===== src/rtl/mem_access_stage.sv =====
// Memory-access pipeline stage: issues one data-memory request at a time,
// stalls until it completes, and returns the load word shifted down to bit 0.
module mem_access_stage #(
    parameter int unsigned ADDR_BITS = 32
) (
    input  logic                 clk,
    input  logic                 reset,
    input  logic                 ex_valid_in,
    input  logic [1:0]           ex_mem_op_in,
    input  logic [2:0]           ex_funct3_in,
    input  logic [ADDR_BITS-1:0] ex_addr_in,
    input  logic [31:0]          ex_store_data_in,
    input  logic                 flush_in,
    output logic                 dmem_req_out,
    output logic                 dmem_we_out,
    output logic [ADDR_BITS-1:0] dmem_addr_out,
    output logic [31:0]          dmem_wdata_out,
    output logic [3:0]           dmem_be_out,
    input  logic                 dmem_ready_in,
    input  logic                 dmem_rvalid_in,
    input  logic [31:0]          dmem_rdata_in,
    output logic [31:0]          mem_data_out,
    output logic                 misalign_out,
    output logic                 stall_out
);

    typedef enum logic [1:0] {
        S_IDLE,
        S_REQ,
        S_WAIT
    } state_t;

    state_t                 state_q, state_d;
    logic                   we_q;
    logic [ADDR_BITS-1:0]   addr_q;
    logic [31:0]            wdata_q;
    logic [3:0]             be_q;
    logic [1:0]             off_q;
    logic [31:0]            mem_data_q;
    logic                   misalign_q, misalign_d;

    logic                   is_load, is_store, is_ls, aligned, take, capture, load_done;
    logic [1:0]             off;
    logic [ADDR_BITS-1:0]   ex_addr_w;
    logic [31:0]            ex_wdata;
    logic [3:0]             ex_be;

    // Decode of the Execute-side request, used directly in IDLE and captured for REQ.
    always_comb begin
        is_load   = (ex_mem_op_in == 2'd1);
        is_store  = (ex_mem_op_in == 2'd2);
        is_ls     = is_load || is_store;
        off       = ex_addr_in[1:0];
        ex_addr_w = {ex_addr_in[ADDR_BITS-1:2], 2'b00};
        aligned   = 1'b1;
        ex_wdata  = ex_store_data_in;
        ex_be     = 4'hF;
        case (ex_funct3_in)
            3'd0, 3'd4: begin
                ex_wdata = {4{ex_store_data_in[7:0]}};
                ex_be    = 4'b0001 << off;
            end
            3'd1, 3'd5: begin
                aligned  = ~ex_addr_in[0];
                ex_wdata = {2{ex_store_data_in[15:0]}};
                ex_be    = 4'b0011 << off;
            end
            default: begin
                aligned  = (off == 2'b00);
            end
        endcase
        if (is_load) begin
            ex_be = 4'hF;
        end
    end

    always_comb begin
        state_d        = state_q;
        take           = 1'b0;
        capture        = 1'b0;
        load_done      = 1'b0;
        misalign_d     = 1'b0;
        dmem_req_out   = 1'b0;
        dmem_we_out    = we_q;
        dmem_addr_out  = addr_q;
        dmem_wdata_out = wdata_q;
        dmem_be_out    = be_q;
        stall_out      = 1'b0;
        case (state_q)
            S_IDLE: begin
                dmem_we_out    = is_store;
                dmem_addr_out  = ex_addr_w;
                dmem_wdata_out = ex_wdata;
                dmem_be_out    = ex_be;
                if (ex_valid_in && is_ls && !flush_in) begin
                    take       = aligned;
                    misalign_d = !aligned;
                end
                if (take) begin
                    capture      = 1'b1;
                    dmem_req_out = 1'b1;
                    if (!dmem_ready_in) begin
                        state_d   = S_REQ;
                        stall_out = 1'b1;
                    end else if (is_load) begin
                        state_d   = S_WAIT;
                        stall_out = 1'b1;
                    end
                end
            end
            S_REQ: begin
                dmem_req_out = 1'b1;
                stall_out    = !(dmem_ready_in && we_q);
                if (dmem_ready_in) begin
                    state_d = we_q ? S_IDLE : S_WAIT;
                end
            end
            S_WAIT: begin
                stall_out = !dmem_rvalid_in;
                if (dmem_rvalid_in) begin
                    load_done = 1'b1;
                    state_d   = S_IDLE;
                end
            end
            default: state_d = S_IDLE;
        endcase
    end

    always_ff @(posedge clk) begin
        if (reset) begin
            state_q    <= S_IDLE;
            we_q       <= 1'b0;
            addr_q     <= '0;
            wdata_q    <= '0;
            be_q       <= '0;
            off_q      <= '0;
            mem_data_q <= '0;
            misalign_q <= 1'b0;
        end else begin
            state_q    <= state_d;
            misalign_q <= misalign_d;
            if (capture) begin
                we_q    <= is_store;
                addr_q  <= ex_addr_w;
                wdata_q <= ex_wdata;
                be_q    <= ex_be;
                off_q   <= off;
            end
            if (load_done) begin
                mem_data_q <= dmem_rdata_in >> {off_q, 3'b000};
            end
        end
    end

    assign mem_data_out = mem_data_q;
    assign misalign_out = misalign_q;

endmodule

===== config.mk =====
export PLATFORM = sky130hd
export DESIGN_NAME = mem_access_stage
export DESIGN_NICKNAME = d
export VERILOG_FILES = /design/src/rtl/mem_access_stage.sv
export SDC_FILE = /design/constraint.sdc
export NUM_CORES = 1
export LEC_CHECK = 0
export BUFFER_PORTS_ARGS = -buffer_cell sky130_fd_sc_hd__buf_2
export CORE_UTILIZATION = 49
export DETAILED_ROUTE_END_ITERATION = 10
export PLACE_DENSITY_LB_ADDON = 0.15
export RECOVER_POWER = 25
export SLEW_MARGIN = 20
export SYNTH_ARGS = -nofsm -noshare
export SYNTH_HDL_FRONTEND = slang
export SYNTH_SLANG_ARGS = --single-unit

===== constraint.sdc =====
create_clock -name clk -period 1.9 [get_ports clk]
set_clock_uncertainty 0.05 [all_clocks]
set_input_delay 0.285 -clock clk [delete_from_list [all_inputs] [get_ports clk]]
set_output_delay 0.285 -clock clk [all_outputs]
set_load 0.01 [all_outputs]

After elaboration in Yosys (flattened, before gate mapping):

Cells that the tools add are included.

* flip-flop bits (word level): 104
* output and inout bits: 104
* input bits: 107
* word-level logic and storage cells: 66

* shift-type cells: 3
* reductions and logical operators: 15
* eq/ne operators: 11
* bitwise gates (word level): 3
* multiplexer cells: 26

Operator list (count)
* 32-bit 2-to-1 mux: 2
* 32-bit case mux with 2 select lines: 1
* 32-bit by 5-bit right shift with 32-bit output: 1
* 2-bit 2-to-1 mux: 6
* 1-bit 2-to-1 mux: 10
* 4-bit 2-to-1 mux: 2
* 4-bit case mux with 2 select lines: 1
* 3-bit == test, second input constant: 2
* 2-bit case mux with 3 select lines: 1
* 2-bit by 1-bit == test with 1-bit output, second input constant: 2
* 2-bit == test, second input constant: 2
* 1-bit logical NOT: 4
* 2-bit logical NOT: 2
* 2-bit inequality test, second input constant: 2
* 1-bit case mux with 2 select lines: 2
* 4-bit AND reduction: 1
* 2-bit OR reduction: 2
* 1-bit by 2-bit << shifter with 4-bit output, first input constant: 1
* 2-bit by 2-bit << shifter with 4-bit output, first input constant: 1
* 3-bit by 1-bit == test with 1-bit output, second input constant: 1
* 1-bit logical AND: 3
* 3-bit logical NOT: 1
* 3-bit inequality test, second input constant: 1
* 1-bit inverter: 3
* 4 further kinds: 4

Longest topological paths before layout:

* depth after elaboration: 8
* mapped depth: 9

Worst setup path before layout:

OpenSTA, ideal clock, no wires.

* kind: input port to flip-flop
* start: in ex_mem_op_in[0]
* end: reg addr_q[21]
* path buffers: 3
* data arrival time: 1.606 ns
* slack: 0.173 ns
* data required time: 1.780 ns
* stages: 9
* cell sequence: inv_1 -> ha_1 -> nor3b_4 -> o211a_1 -> buf_4 -> buf_6 -> buf_4 -> nand2_1 -> a21oi_1

* cells in the longest elaborated chain, start to end: 8

Ends and longest elaborated chain
* start: declaration: RTL line 9 `input logic [1:0] ex_mem_op_in,`
* 2-bit by 1-bit == test with 1-bit output / 2-bit == test (equally long branches): RTL line 50, 51
* 1-bit logical OR (*): RTL line 52 `is_ls = is_load || is_store;`
* 1-bit logical AND (*) (2 in a row): RTL line 95 `if (ex_valid_in && is_ls && !flush_in) begin`
* 1-bit 2-to-1 mux (*): RTL line 95
* 1-bit 2-to-1 mux (*): RTL line 89 `case (state_q)`
* 1-bit 2-to-1 mux (*): RTL line 99 `if (take) begin`
* 1-bit 2-to-1 mux (*): RTL line 89
* end signal: assignment: RTL line 144 `addr_q <= ex_addr_w;`
* end: declaration: RTL line 35 `logic [ADDR_BITS-1:0] addr_q;`

Every way passes the cells marked *; elsewhere a longest branch is shown, timed or not. The select of a mux whose other input is x is not followed.
A chain may end at the register's enable or synchronous reset.

Final worst setup path:

* start: reg state_q[1]
* end: out stall_out

* cells in the longest elaborated chain, start to end: 2

Ends and longest elaborated chain
* start: declaration: RTL line 33 `state_t state_q, state_d;`
* start signal: assignment: RTL line 140 `state_q <= state_d;`
* 2-bit == test (tied with other cells): RTL line 89
* 1-bit case mux with 3 select lines (*): RTL line 89
* end: declaration: RTL line 24 `output logic stall_out`

Every way passes the cells marked *; elsewhere a longest branch is shown, timed or not.

==> results.txt <==
- Result of the run: completed
- Detailed placement finished with a half-perimeter wire length of 10700 µm.
- Total placed cells including tap cells: 1064
- The synthesized design spends more area on one cell type than any other, namely dfxtp_1.
- The congestion estimate from routability-driven global placement came to 0.851.
- Power comes to 4.63 mW.
- FF+latch count, synth: 104
* Register-to-Register Path Depth: 6
- The endpoint identified for the worst register-to-register timing path is wdata_q[8]$_SDFFE_PP0P_.
* Count of antenna-violating nets left after detailed routing: 0
- The tightest min-delay check is of the input pin to register type.
* Setup crit start: state_q[1]$_SDFFE_PP0P_
* Fraction of registers with async set/reset: 0%
- Synth cell types: 35
- For this run, design rule violations remaining after detail routing come to 0.
- Pin count of the biggest net entering global routing: 54
* Cell count after synthesis: 763
- Total number of H-tree levels: 3
- Global-route wire length before repair: 24800 µm
* Max-cap violations: 0
- Part of the Yosys area used for sequential elements: 38.6%
- TritonCTS clock tree: yes
* Period utilisation layout: 98.8%
- The internal portion of the total power is 3.26 mW.
- The total overflow left after global routing is 0.
- Drt total wl: 15800 µm
- After synthesis, the mean cell area works out to 7.07 µm².
- Switching power: 1.37 mW
- EDFF count, synth: 0
* Total clock sinks: 104
- Hold worst-path end: addr_q[18]$_SDFFE_PP0P_
- From left edge to right edge, the die measures 107 µm.
- During I/O placement, the number of pins put on the boundary was 211.
* Combinational group share of total power: 19.1%
* Pwr/cell area: 663 nW/µm²
* Clock transition at the registers of the reported paths: 0.10 ns
- Setup slack on the worst reg-to-reg path comes out at 0.09 ns.
* Summed instance area of the synthesized netlist: 5390 µm²
- Most repeated cell in the gate-level netlist after synthesis: nand2_1
* Number of antenna violations at the first check in global routing: 0
- Area overhead of the layout relative to synthesis: 29.4%
* Overall fraction of global-route tracks in use: 27.0%
* Maximum vdd drop: 0.458 mV
- The count of buffers added on input and output ports is 207.
- In the post-synthesis netlist, the biggest area contributors are dfxtp_1 39%, nand2_1 17%, a21oi_1 8.8%.
* Via count: 5770
* Depth of the worst hold-timing path: 3
* Maximum fanout along the worst path: 6
- Critical path startpoint category: register
* Sw Ratio: 29.6%
- Sorting the synthesized cells by how often they occur yields 242 x nand2_1, 104 x dfxtp_1, 95 x a21oi_1.
- The number of clock buffers added by TritonCTS is 9.
- Static Leakage: 2.99 nW
- Final cell count without fillers: 1090
* Net count, final: 1058
- For this run, the leading register cell type out of synthesis is dfxtp_1.
- Worst flop-to-flop path startpoint: state_q[1]$_SDFFE_PP0P_
* Die outline height: 107 µm
* Maximum achievable frequency: 0.533 GHz
- Data required time of the worst path: 1.56 ns
- Setup repair after global routing could not meet its margin everywhere.
- The number of antenna diodes in the final layout is 0.
- Once routing completed, OpenROAD measured the worst setup slack at 0.0229 ns.
- CP Data Arrival Time: 1.54 ns
- Area fraction of the dominant cell type after synthesis: 38.6%
- HP Start: ex_addr_in[18]
- Critical-path cell with the highest stage delay: dfxtp_2
* Worst-path cell chain: nor2_4 > buf_12 > nand4_1 > o311ai_2 > buf_2
- Together, buffers and inverters on the worst path number 2.
- The floorplan step defined a die boundary enclosing 11400 µm².
- The critical path in this run is classified as register to primary output.
- The max-slew violation count is 0.
- The post-route netlist has 25.3% of its cells at a drive strength greater than 1.
* Crit path largest cell delay: 0.35 ns
- Final hold violation count: 0
- Yosys warnings: 0
* Min cycle time layout: 1.88 ns
- Share of power burned in the clock network: 32.1%
- Hold timing on the final database bottoms out at a slack of 0.103 ns.
- Starting DRC count in detailed routing: 399
* Core Area: 10500 µm²
- STA classifies the critical path endpoint as a primary output.
- In the routed layout, each cell is associated on average with a via count of 5.29.
- Via count of the first global-routing pass: 5266
- Count of TritonRoute iterations in the first routing pass: 5
- In this run the deepest clock path goes through 2 buffers.
- Final core utilization: 66.4%
- CP top delay family: buffers and inverters
* Root Buffer Master: clkbuf_8
- The floorplan has 37 rows.
- The initial utilization of the core area, before any placement, comes to 51.3%.
- Insertion delay to the later sink of the worst-skew pair: 0.37 ns
- DR WL/cell: 14.5 µm
* Setup Viol. Count Final: 0
- Worst setup slack after placement: -0.0737 ns
* Portion of total power attributed to sequential cells: 48.9%
==> per-stage QoR <==
stage	instance area [µm²]	setup TNS, ns
2_1_floorplan	5400	0
3_3_place_gp	6600	0
3_5_place_dp	6600	-0.261
4_1_cts	6950	-0.0240
5_1_grt	6980	-1.31
6_report	6980	0
==> cells by family after synthesis <==
logic type                 synth area share [%]
AOI/OAI and AO/OA                          16.9
adders and majority gates                 0.464
buffers and inverters                      6.29
DFF                                        38.6
muxes                                      9.10
other                                    0.0696
and+or+nand+nor                            28.5
==> power groups by stage <==
stage | clock network [mW] | logic, mW | registers [mW]
final | 1.48 | 0.882 | 2.26
after global routing | 1.61 | 0.971 | 2.27
after CTS | 1.51 | 0.871 | 2.26
after detailed placement | 0 | 0.841 | 2.31
after global placement | 0 | 0.824 | 2.31
after floorplan | 0 | 0.467 | 2.31
==> layer usage <==
| layer | part of all wire [%] | track usage, % |
|---|---|---|
| met5 | 0 | 0 |
| met4 | 1.5 | 7.24 |
| met3 | 7.2 | 5.41 |
| met2 | 48 | 46.4 |
| met1 | 43 | 34.5 |
==> sequential cells by signal, summed over array words and instances, names as in the netlist <==
signal,cells
addr_q,30
be_q,4
mem_data_out,32
misalign_out,1
off_q,2
state_q,2
wdata_q,32
we_q,1
==> what timing repair did <==
item | in CTS | in global routing
pin swaps | 2 | 3
resized for setup | 4 | 6
endpoints found under the setup margin | 38 | 64
hold buffers | 0 | 0
gates cloned | 3 | 2
setup buffers | 3 | 3
==> tightest hold or removal path, stage by stage <==
cell and delay (ns):
buf_2 0.10, nand2_1 0.05, a21oi_1 0.05
==> how the worst max path moves through the flow <==
stage | depth (start not counted) | to
6_report | 5 | stall_out
5_1_grt | 6 | dmem_be_out[1]
4_1_cts | 5 | dmem_wdata_out[10]
3_5_place_dp | 8 | wdata_q[11]$_SDFFE_PP0P_
3_3_place_gp | 8 | wdata_q[11]$_SDFFE_PP0P_
2_1_floorplan | 9 | addr_q[21]$_SDFFE_PP0P_
==> cell type report <==
| type | count | area, µm² |
|---|---|---|
| Clock inverter | 7 | 87.6 |
| Tap cell | 136 | 170 |
| Clock buffer | 9 | 124 |
| Multi-Input combinational cell | 589 | 3010 |
| Timing Repair Buffer | 240 | 1490 |
| Sequential cell | 104 | 2080 |
| Fill cell | 951 | 3530 |
| Inverter | 5 | 18.8 |
==> cell usage in the layout, fill, tap and decap left out, drive strengths merged, types with 2 or more instances in the layout <==
cell | synthesis | final
nand3b | 9 | 9
nor2 | 85 | 85
o21ai | 27 | 27
mux2i | 40 | 40
a21oi | 96 | 96
clkbuf | 34 | 44
mux2 | 8 | 8
ha | 2 | 2
nand2 | 242 | 242
and2 | 8 | 8
dfxtp | 104 | 104
clkinv | 0 | 3
a31oi | 2 | 2
a211oi | 20 | 20
inv | 5 | 8
nor3 | 16 | 16
o211ai | 9 | 9
buf | 32 | 204
conb | 1 | 2
o21a | 3 | 3
o311ai | 2 | 2
nand3 | 9 | 9
Power figures use the tool's default switching activity.
